<file path="src/rtl/gate_boy_pkg.sv">
// Shared Game Boy CPU types: register/pair selects, flag bit positions and
// the register bank layout used by the register file and its resolver.
package gate_boy_pkg;

    localparam int DATA_WIDTH = 8;
    localparam int FLAG_WIDTH = 8;
    localparam int REG_COUNT  = 8;
    localparam int PAIR_WIDTH = 16;

    // Bit positions of the flags inside F; the low nibble is always zero.
    localparam int FLAG_Z = 7;
    localparam int FLAG_N = 6;
    localparam int FLAG_H = 5;
    localparam int FLAG_C = 4;

    typedef enum logic [2:0] {
        REG_B = 3'd0,
        REG_C = 3'd1,
        REG_D = 3'd2,
        REG_E = 3'd3,
        REG_H = 3'd4,
        REG_L = 3'd5,
        REG_F = 3'd6,
        REG_A = 3'd7
    } reg_sel_t;

    typedef enum logic [1:0] {
        PAIR_BC = 2'd0,
        PAIR_DE = 2'd1,
        PAIR_HL = 2'd2,
        PAIR_AF = 2'd3
    } pair_sel_t;

    typedef logic [REG_COUNT-1:0][DATA_WIDTH-1:0] reg_bank_t;

    // AF is the odd one out: A sits above F in the encoding, so the pair is swapped.
    function automatic reg_sel_t pair_hi(input pair_sel_t p);
        return (p == PAIR_AF) ? REG_A : reg_sel_t'({p, 1'b0});
    endfunction

    function automatic reg_sel_t pair_lo(input pair_sel_t p);
        return (p == PAIR_AF) ? REG_F : reg_sel_t'({p, 1'b1});
    endfunction

endpackage

</file>
<file path="src/rtl/reg_file_if.sv">
// Register file port bundle: the CPU/ALU side drives selects and write-back
// (master); the register file answers with operands, pair data and flags (slave).
interface reg_file_if;
    import gate_boy_pkg::*;

    reg_sel_t                rd_a_sel;
    reg_sel_t                rd_b_sel;
    logic [DATA_WIDTH-1:0]   rd_a_data;
    logic [DATA_WIDTH-1:0]   rd_b_data;
    pair_sel_t               rd_pair_sel;
    logic [PAIR_WIDTH-1:0]   rd_pair_data;

    logic                    wr_en;
    reg_sel_t                wr_sel;
    logic [DATA_WIDTH-1:0]   wr_data;
    logic                    wr_pair_en;
    pair_sel_t               wr_pair_sel;
    logic [PAIR_WIDTH-1:0]   wr_pair_data;

    logic [3:0]              flag_we;
    logic [FLAG_WIDTH-1:0]   flag_in;
    logic [FLAG_WIDTH-1:0]   flags;

    modport master (
        output rd_a_sel, rd_b_sel, rd_pair_sel,
        output wr_en, wr_sel, wr_data,
        output wr_pair_en, wr_pair_sel, wr_pair_data,
        output flag_we, flag_in,
        input  rd_a_data, rd_b_data, rd_pair_data, flags
    );

    modport slave (
        input  rd_a_sel, rd_b_sel, rd_pair_sel,
        input  wr_en, wr_sel, wr_data,
        input  wr_pair_en, wr_pair_sel, wr_pair_data,
        input  flag_we, flag_in,
        output rd_a_data, rd_b_data, rd_pair_data, flags
    );

endinterface

</file>
<file path="src/rtl/reg_next.sv">
// Per-byte next-value resolver for the register bank: 8-bit write beats pair
// write beats flag update, resolved independently for every byte.
module reg_next
    import gate_boy_pkg::*;
(
    input  reg_bank_t               cur,
    input  logic                    wr_en,
    input  reg_sel_t                wr_sel,
    input  logic [DATA_WIDTH-1:0]   wr_data,
    input  logic                    wr_pair_en,
    input  pair_sel_t               wr_pair_sel,
    input  logic [PAIR_WIDTH-1:0]   wr_pair_data,
    input  logic [3:0]              flag_we,
    input  logic [FLAG_WIDTH-1:0]   flag_in,
    output reg_bank_t               nxt
);

    reg_sel_t pair_hi_sel;
    reg_sel_t pair_lo_sel;
    logic     f_explicit;

    assign pair_hi_sel = pair_hi(wr_pair_sel);
    assign pair_lo_sel = pair_lo(wr_pair_sel);
    assign f_explicit  = (wr_en && (wr_sel == REG_F)) ||
                         (wr_pair_en && (wr_pair_sel == PAIR_AF));

    always_comb begin
        nxt = cur;
        for (int i = 0; i < REG_COUNT; i++) begin
            if (wr_en && (wr_sel == reg_sel_t'(3'(i)))) begin
                nxt[i] = wr_data;
            end else if (wr_pair_en && (pair_hi_sel == reg_sel_t'(3'(i)))) begin
                nxt[i] = wr_pair_data[PAIR_WIDTH-1:DATA_WIDTH];
            end else if (wr_pair_en && (pair_lo_sel == reg_sel_t'(3'(i)))) begin
                nxt[i] = wr_pair_data[DATA_WIDTH-1:0];
            end
        end
        // Masked flag update only when neither write path claims F outright.
        if (!f_explicit) begin
            for (int k = 0; k < 4; k++) begin
                if (flag_we[k]) begin
                    nxt[REG_F][FLAG_C+k] = flag_in[FLAG_C+k];
                end
            end
        end
        nxt[REG_F][3:0] = 4'h0;
    end

endmodule

</file>
<file path="src/rtl/reg_file.sv">
// Game Boy CPU register file (B,C,D,E,H,L,F,A) with two 8-bit operand reads,
// one 16-bit pair read, and byte/pair/flag write-back. Optional same-cycle
// forwarding of write data to the read ports when REG_FILE_BYPASS_EN is defined.
module reg_file
    import gate_boy_pkg::*;
#(
    parameter logic [15:0] RESET_AF = 16'h01B0,
    parameter logic [15:0] RESET_BC = 16'h0013,
    parameter logic [15:0] RESET_DE = 16'h00D8,
    parameter logic [15:0] RESET_HL = 16'h014D
) (
    input  logic        clk,
    input  logic        rst,
    reg_file_if.slave   bus
);

    // Bank index order is A,F,L,H,E,D,C,B from the top element down.
    localparam reg_bank_t RESET_BANK = {
        RESET_AF[15:8], RESET_AF[7:4], 4'h0,
        RESET_HL[7:0],  RESET_HL[15:8],
        RESET_DE[7:0],  RESET_DE[15:8],
        RESET_BC[7:0],  RESET_BC[15:8]
    };

    reg_bank_t regs;
    reg_bank_t nxt;
    reg_bank_t view;

    reg_next u_reg_next (
        .cur          (regs),
        .wr_en        (bus.wr_en),
        .wr_sel       (bus.wr_sel),
        .wr_data      (bus.wr_data),
        .wr_pair_en   (bus.wr_pair_en),
        .wr_pair_sel  (bus.wr_pair_sel),
        .wr_pair_data (bus.wr_pair_data),
        .flag_we      (bus.flag_we),
        .flag_in      (bus.flag_in),
        .nxt          (nxt)
    );

    always_ff @(posedge clk or posedge rst) begin
        if (rst) begin
            regs <= RESET_BANK;
        end else begin
            regs <= nxt;
        end
    end

`ifdef REG_FILE_BYPASS_EN
    // While reset is held the pending write is void, so show the reset state.
    assign view = rst ? regs : nxt;
`else
    assign view = regs;
`endif

    assign bus.rd_a_data    = view[bus.rd_a_sel];
    assign bus.rd_b_data    = view[bus.rd_b_sel];
    assign bus.rd_pair_data = {view[pair_hi(bus.rd_pair_sel)], view[pair_lo(bus.rd_pair_sel)]};
    assign bus.flags        = regs[REG_F];

endmodule

</file>
<file path="src/flat_wrapper.sv">
// flat-port wrapper written by rule: the top's interface ports become plain ports
module reg_file_flat import gate_boy_pkg::*;
#(
    parameter logic [15:0] RESET_AF = 16'h01B0,
    parameter logic [15:0] RESET_BC = 16'h0013,
    parameter logic [15:0] RESET_DE = 16'h00D8,
    parameter logic [15:0] RESET_HL = 16'h014D
)
  (clk, rst, bus_rd_a_sel, bus_rd_b_sel, bus_rd_pair_sel, bus_wr_en, bus_wr_sel, bus_wr_data, bus_wr_pair_en, bus_wr_pair_sel, bus_wr_pair_data, bus_flag_we, bus_flag_in, bus_rd_a_data, bus_rd_b_data, bus_rd_pair_data, bus_flags);
  reg_file_if bus_i ();
  input  logic clk;
  input  logic rst;
  input wire logic [$bits(bus_i.rd_a_sel)-1:0] bus_rd_a_sel;
  input wire logic [$bits(bus_i.rd_b_sel)-1:0] bus_rd_b_sel;
  input wire logic [$bits(bus_i.rd_pair_sel)-1:0] bus_rd_pair_sel;
  input wire logic [$bits(bus_i.wr_en)-1:0] bus_wr_en;
  input wire logic [$bits(bus_i.wr_sel)-1:0] bus_wr_sel;
  input wire logic [$bits(bus_i.wr_data)-1:0] bus_wr_data;
  input wire logic [$bits(bus_i.wr_pair_en)-1:0] bus_wr_pair_en;
  input wire logic [$bits(bus_i.wr_pair_sel)-1:0] bus_wr_pair_sel;
  input wire logic [$bits(bus_i.wr_pair_data)-1:0] bus_wr_pair_data;
  input wire logic [$bits(bus_i.flag_we)-1:0] bus_flag_we;
  input wire logic [$bits(bus_i.flag_in)-1:0] bus_flag_in;
  output wire logic [$bits(bus_i.rd_a_data)-1:0] bus_rd_a_data;
  output wire logic [$bits(bus_i.rd_b_data)-1:0] bus_rd_b_data;
  output wire logic [$bits(bus_i.rd_pair_data)-1:0] bus_rd_pair_data;
  output wire logic [$bits(bus_i.flags)-1:0] bus_flags;
  assign bus_i.rd_a_sel = bus_rd_a_sel;
  assign bus_i.rd_b_sel = bus_rd_b_sel;
  assign bus_i.rd_pair_sel = bus_rd_pair_sel;
  assign bus_i.wr_en = bus_wr_en;
  assign bus_i.wr_sel = bus_wr_sel;
  assign bus_i.wr_data = bus_wr_data;
  assign bus_i.wr_pair_en = bus_wr_pair_en;
  assign bus_i.wr_pair_sel = bus_wr_pair_sel;
  assign bus_i.wr_pair_data = bus_wr_pair_data;
  assign bus_i.flag_we = bus_flag_we;
  assign bus_i.flag_in = bus_flag_in;
  assign bus_rd_a_data = bus_i.rd_a_data;
  assign bus_rd_b_data = bus_i.rd_b_data;
  assign bus_rd_pair_data = bus_i.rd_pair_data;
  assign bus_flags = bus_i.flags;
  reg_file #(.RESET_AF(RESET_AF), .RESET_BC(RESET_BC), .RESET_DE(RESET_DE), .RESET_HL(RESET_HL)) u_core (.clk(clk), .rst(rst), .bus(bus_i));
endmodule
</file>
<file path="config.mk">
export PLATFORM = sky130hd
export DESIGN_NAME = reg_file_flat
export DESIGN_NICKNAME = d
export VERILOG_FILES = /design/src/rtl/gate_boy_pkg.sv /design/src/rtl/reg_file_if.sv /design/src/rtl/reg_next.sv /design/src/rtl/reg_file.sv /design/src/flat_wrapper.sv
export SDC_FILE = /design/constraint.sdc
export NUM_CORES = 1
export LEC_CHECK = 0
export CAP_MARGIN = 15
export CORE_ASPECT_RATIO = 0.6
export CORE_UTILIZATION = 50
export CTS_CLUSTER_SIZE = 10
export DETAILED_ROUTE_END_ITERATION = 8
export PLACE_DENSITY = 0.79
export SLEW_MARGIN = 15
export SYNTH_ARGS = -nofsm -noshare
export SYNTH_HDL_FRONTEND = slang
export SYNTH_SLANG_ARGS = --single-unit
</file>
<file path="constraint.sdc">
create_clock -name clk -period 2.2 [get_ports clk]
set_input_delay 0.44 -clock clk [delete_from_list [all_inputs] [get_ports clk]]
set_output_delay 0.44 -clock clk [all_outputs]
set_load 0.01 [all_outputs]
</file>
==> reports/summary.txt, run 1 <==
Cell Area, Synth - 4290 um^2
Worst Skew - 0 ps
Crit path max-delay family - buffers and inverters
crit-path cells - buf_2, bufbuf_16, mux2_2, a221oi_2, a221oi_1, buf_2
Seq/Total Area, Yosys - 35.5%
worst vdd ir - 0.533 mV
vias in the first global route - 4615
FF+latch count, synth - 60
Yosys warnings - 0
Final period util - 99.2%
worst r2r path cells - 4
worst-skew pair later-pin latency - 340 ps
crit path launch type - input pin
Non-Filler Instances - 696
Final Util - 73.1%
Flop pwr share - 36.0%
Congestion Overflow GR - 0
Achievable Freq - 0.458 GHz
post-route minimum period - 2180 ps
initial antenna violation count - 0
Placed Instances - 669
post-route cell area - 5920 um^2
Initial Util - 52.9%
Worst-Margin Slew - 505 ps
total track usage - 39.7%
Crit path required time - 1760 ps
Top cell by count, worst path - buf_2
WS Path Type - input pin to output pin
reg-to-reg setup timing slack - 970 ps
crit path DAT - 1740 ps
die width - 122 um
GPL Wtd Cong - 0.942
total power - 4.68 mW
crit path max fanout - 6
status - finished, final reports clean
H-tree levels - 3
die area - 8960 um^2
slowest cell on the critical path - mux2_2
First-pass DRT Iterations - 6
Internal Pwr Total - 3.17 mW
post-route ant nets - 0
setup violators final - 0
clk sink count - 60
Avg Inst Size Synth - 9.10 um^2
cts bufs inserted - 9
number of hold violations in the final report - 0
Reg-to-Reg End - u_core.bus.flags[5]
Combinational Power Share - 30.3%
total core area - 8100 um^2
I/O Pins - 93
Reg clk slew, reported paths - 60 ps
share of layout cells above drive strength 1 - 32.0%
clock buffer depth - 2
vias per std cell - 6.69
Synth Instances - 471
CP Capture Type - output pin
CTS tree - yes
fin. max-slew vios - 0
port bufs - 84
switching part of the total - 32.2%
most frequent cells in the layout - 120 x nand2_1, 60 x nor2_1, 55 x a31oi_1, 55 x buf_4
Switch Pwr - 1.51 mW
DP HPWL - 11400 um
clock network fraction of total power - 33.7%
clk root buf - clkbuf_16
largest net degree at the start of global routing - 25
Synth cell types - 33
Power per Cell Area - 789 nW/um^2
routed len/inst - 24.2 um
first-pass GRT wire length - 25700 um
Hold Path Class - input pin to asynchronous set/reset pin
DRC - 0
Die H - 73.7 um
via count - 4656
reg-to-reg startpoint - u_core.bus.flags[5]
worst hold slack - 452 ps
Slew headroom - 66.3%
DRT iter0 DRCs - 716
WP buf/inv - 3
commonest non-fill, non-tap cell in the layout - nand2_1
nets - 636
area grow syn2layout - 38.2%
Leak - 2.57 nW
Placed Area - 5460 um^2
max incr delay on CP - 340 ps
Routed Wire Length - 16800 um
row count - 25
maxcap violations - 0
ant diodes - 0
[through the flow]
step,worst slack (ps),TNS [ps]
floorplan,257,0
global placement,-622,-15740
detailed placement,-638,-16280
CTS,3.78,0
global route,-23.7,-23.7
finish,17.0,0
[routing by layer]
layer	global-route usage (%)	wire length, um	up-vias
li1	-	-	1923
met1	51.2	6100	2204
met2	59.0	7270	440
met3	16.3	2760	89
met4	17.1	688	0
met5	0	0	-
[power by group through the flow]
stage	Sequential, mW	Clock, mW	Combinational (mW)
after floorplan	1.51	0	0.800
after global placement	1.62	0	1.37
after detailed placement	1.64	0	1.42
after CTS	1.62	1.58	1.39
after global routing	1.69	1.64	1.51
final	1.68	1.58	1.42
[state kept, by name (all words and copies together), names as in the netlist]
| name | count |
|---|---|
| u_core.bus.flags | 4 |
| u_core.regs | 56 |
[cell usage after synthesis]
library cell	instances	area, um^2
or3b_2	1	8.76
or4b_1	1	10.0
clkbuf_1	17	63.8
nand4_1	1	6.26
buf_2	13	65.1
buf_1	2	7.51
mux4_2	28	631
nor3b_2	1	12.5
buf_6	3	33.8
and4b_1	1	10.0
nand3_1	1	5.00
dfrtp_1	44	1100
and3_1	1	6.26
nand4bb_1	3	33.8
nand4b_1	2	17.5
o21ai_0	4	20.0
buf_4	12	90.1
clkbuf_2	5	25.0
dfstp_2	16	420
and3b_1	2	17.5
nor2b_1	7	43.8
a221oi_1	16	140
o31ai_1	4	30.0
nand2_1	120	450
conb_1	1	3.75
nand3b_1	2	15.0
a31oi_2	1	12.5
mux2i_1	20	200
a31oi_1	55	344
a211oi_1	4	30.0
inv_1	3	11.3
nor2_1	64	240
mux2_2	16	180
[final cells by class]
type,count,area (um^2)
Multi-Input combinational cell,359,2560
Clock buffer,11,253
Clock inverter,5,83.8
Timing Repair Buffer,150,1360
Sequential cell,60,1520
Fill cell,568,2180
Tap cell,108,135
Inverter,3,11.3
[worst reg2reg max path, stage by stage (launching register included)]
cell      delay (ps)
dfstp_2          580
buf_4            150
nor2b_1          120
a211oi_1          60
o31ai_1          240
[cell families after synthesis]
kind of cell           count (synthesis)  share of synthesized area [%]
other                                  1                         0.0875
AO/OA/AOI/OAI                         84                           13.5
flip-flops                            60                           35.5
multiplexers                          64                           23.6
buffers and inverters                 55                           6.92
AND/OR/NAND/NOR                      207                           20.5
[repair_timing]
| action | 4_1_cts | 5_1_grt |
|---|---|---|
| endpoints found under the setup margin | 32 | 13 |
| setup buffers | 9 | 0 |
| gates cloned | 2 | 0 |
| pin swaps | 0 | 2 |
| gates resized for setup | 124 | 18 |
| hold buffers | 0 | 0 |
[how the worst max path moves through the flow]
stage	start	end	slack (ps)	cells past startpoint
2_1_floorplan	bus_rd_pair_sel[0]	bus_rd_pair_data[4]	260	3
3_3_place_gp	bus_rd_b_sel[1]	bus_rd_b_data[5]	-620	5
3_5_place_dp	bus_rd_b_sel[1]	bus_rd_b_data[6]	-640	5
4_1_cts	bus_rd_a_sel[1]	bus_rd_a_data[0]	4	6
5_1_grt	u_core.regs[58]	bus_rd_b_data[2]	-20	4
6_report	bus_rd_a_sel[1]	bus_rd_a_data[0]	20	6
No activity file was read; power rests on OpenSTA's default activity.
==> run 2, diff against run 1 <==
--- a/config.mk
+++ b/config.mk
@@ -11,7 +11,7 @@
 export CTS_CLUSTER_SIZE = 10
 export DETAILED_ROUTE_END_ITERATION = 8
 export PLACE_DENSITY = 0.79
-export SLEW_MARGIN = 15
+export SLEW_MARGIN = 40
 export SYNTH_ARGS = -nofsm -noshare
 export SYNTH_HDL_FRONTEND = slang
 export SYNTH_SLANG_ARGS = --single-unit
==> results of run 2 <==
Final layout, timing and power as in run 1 (identical DEF).
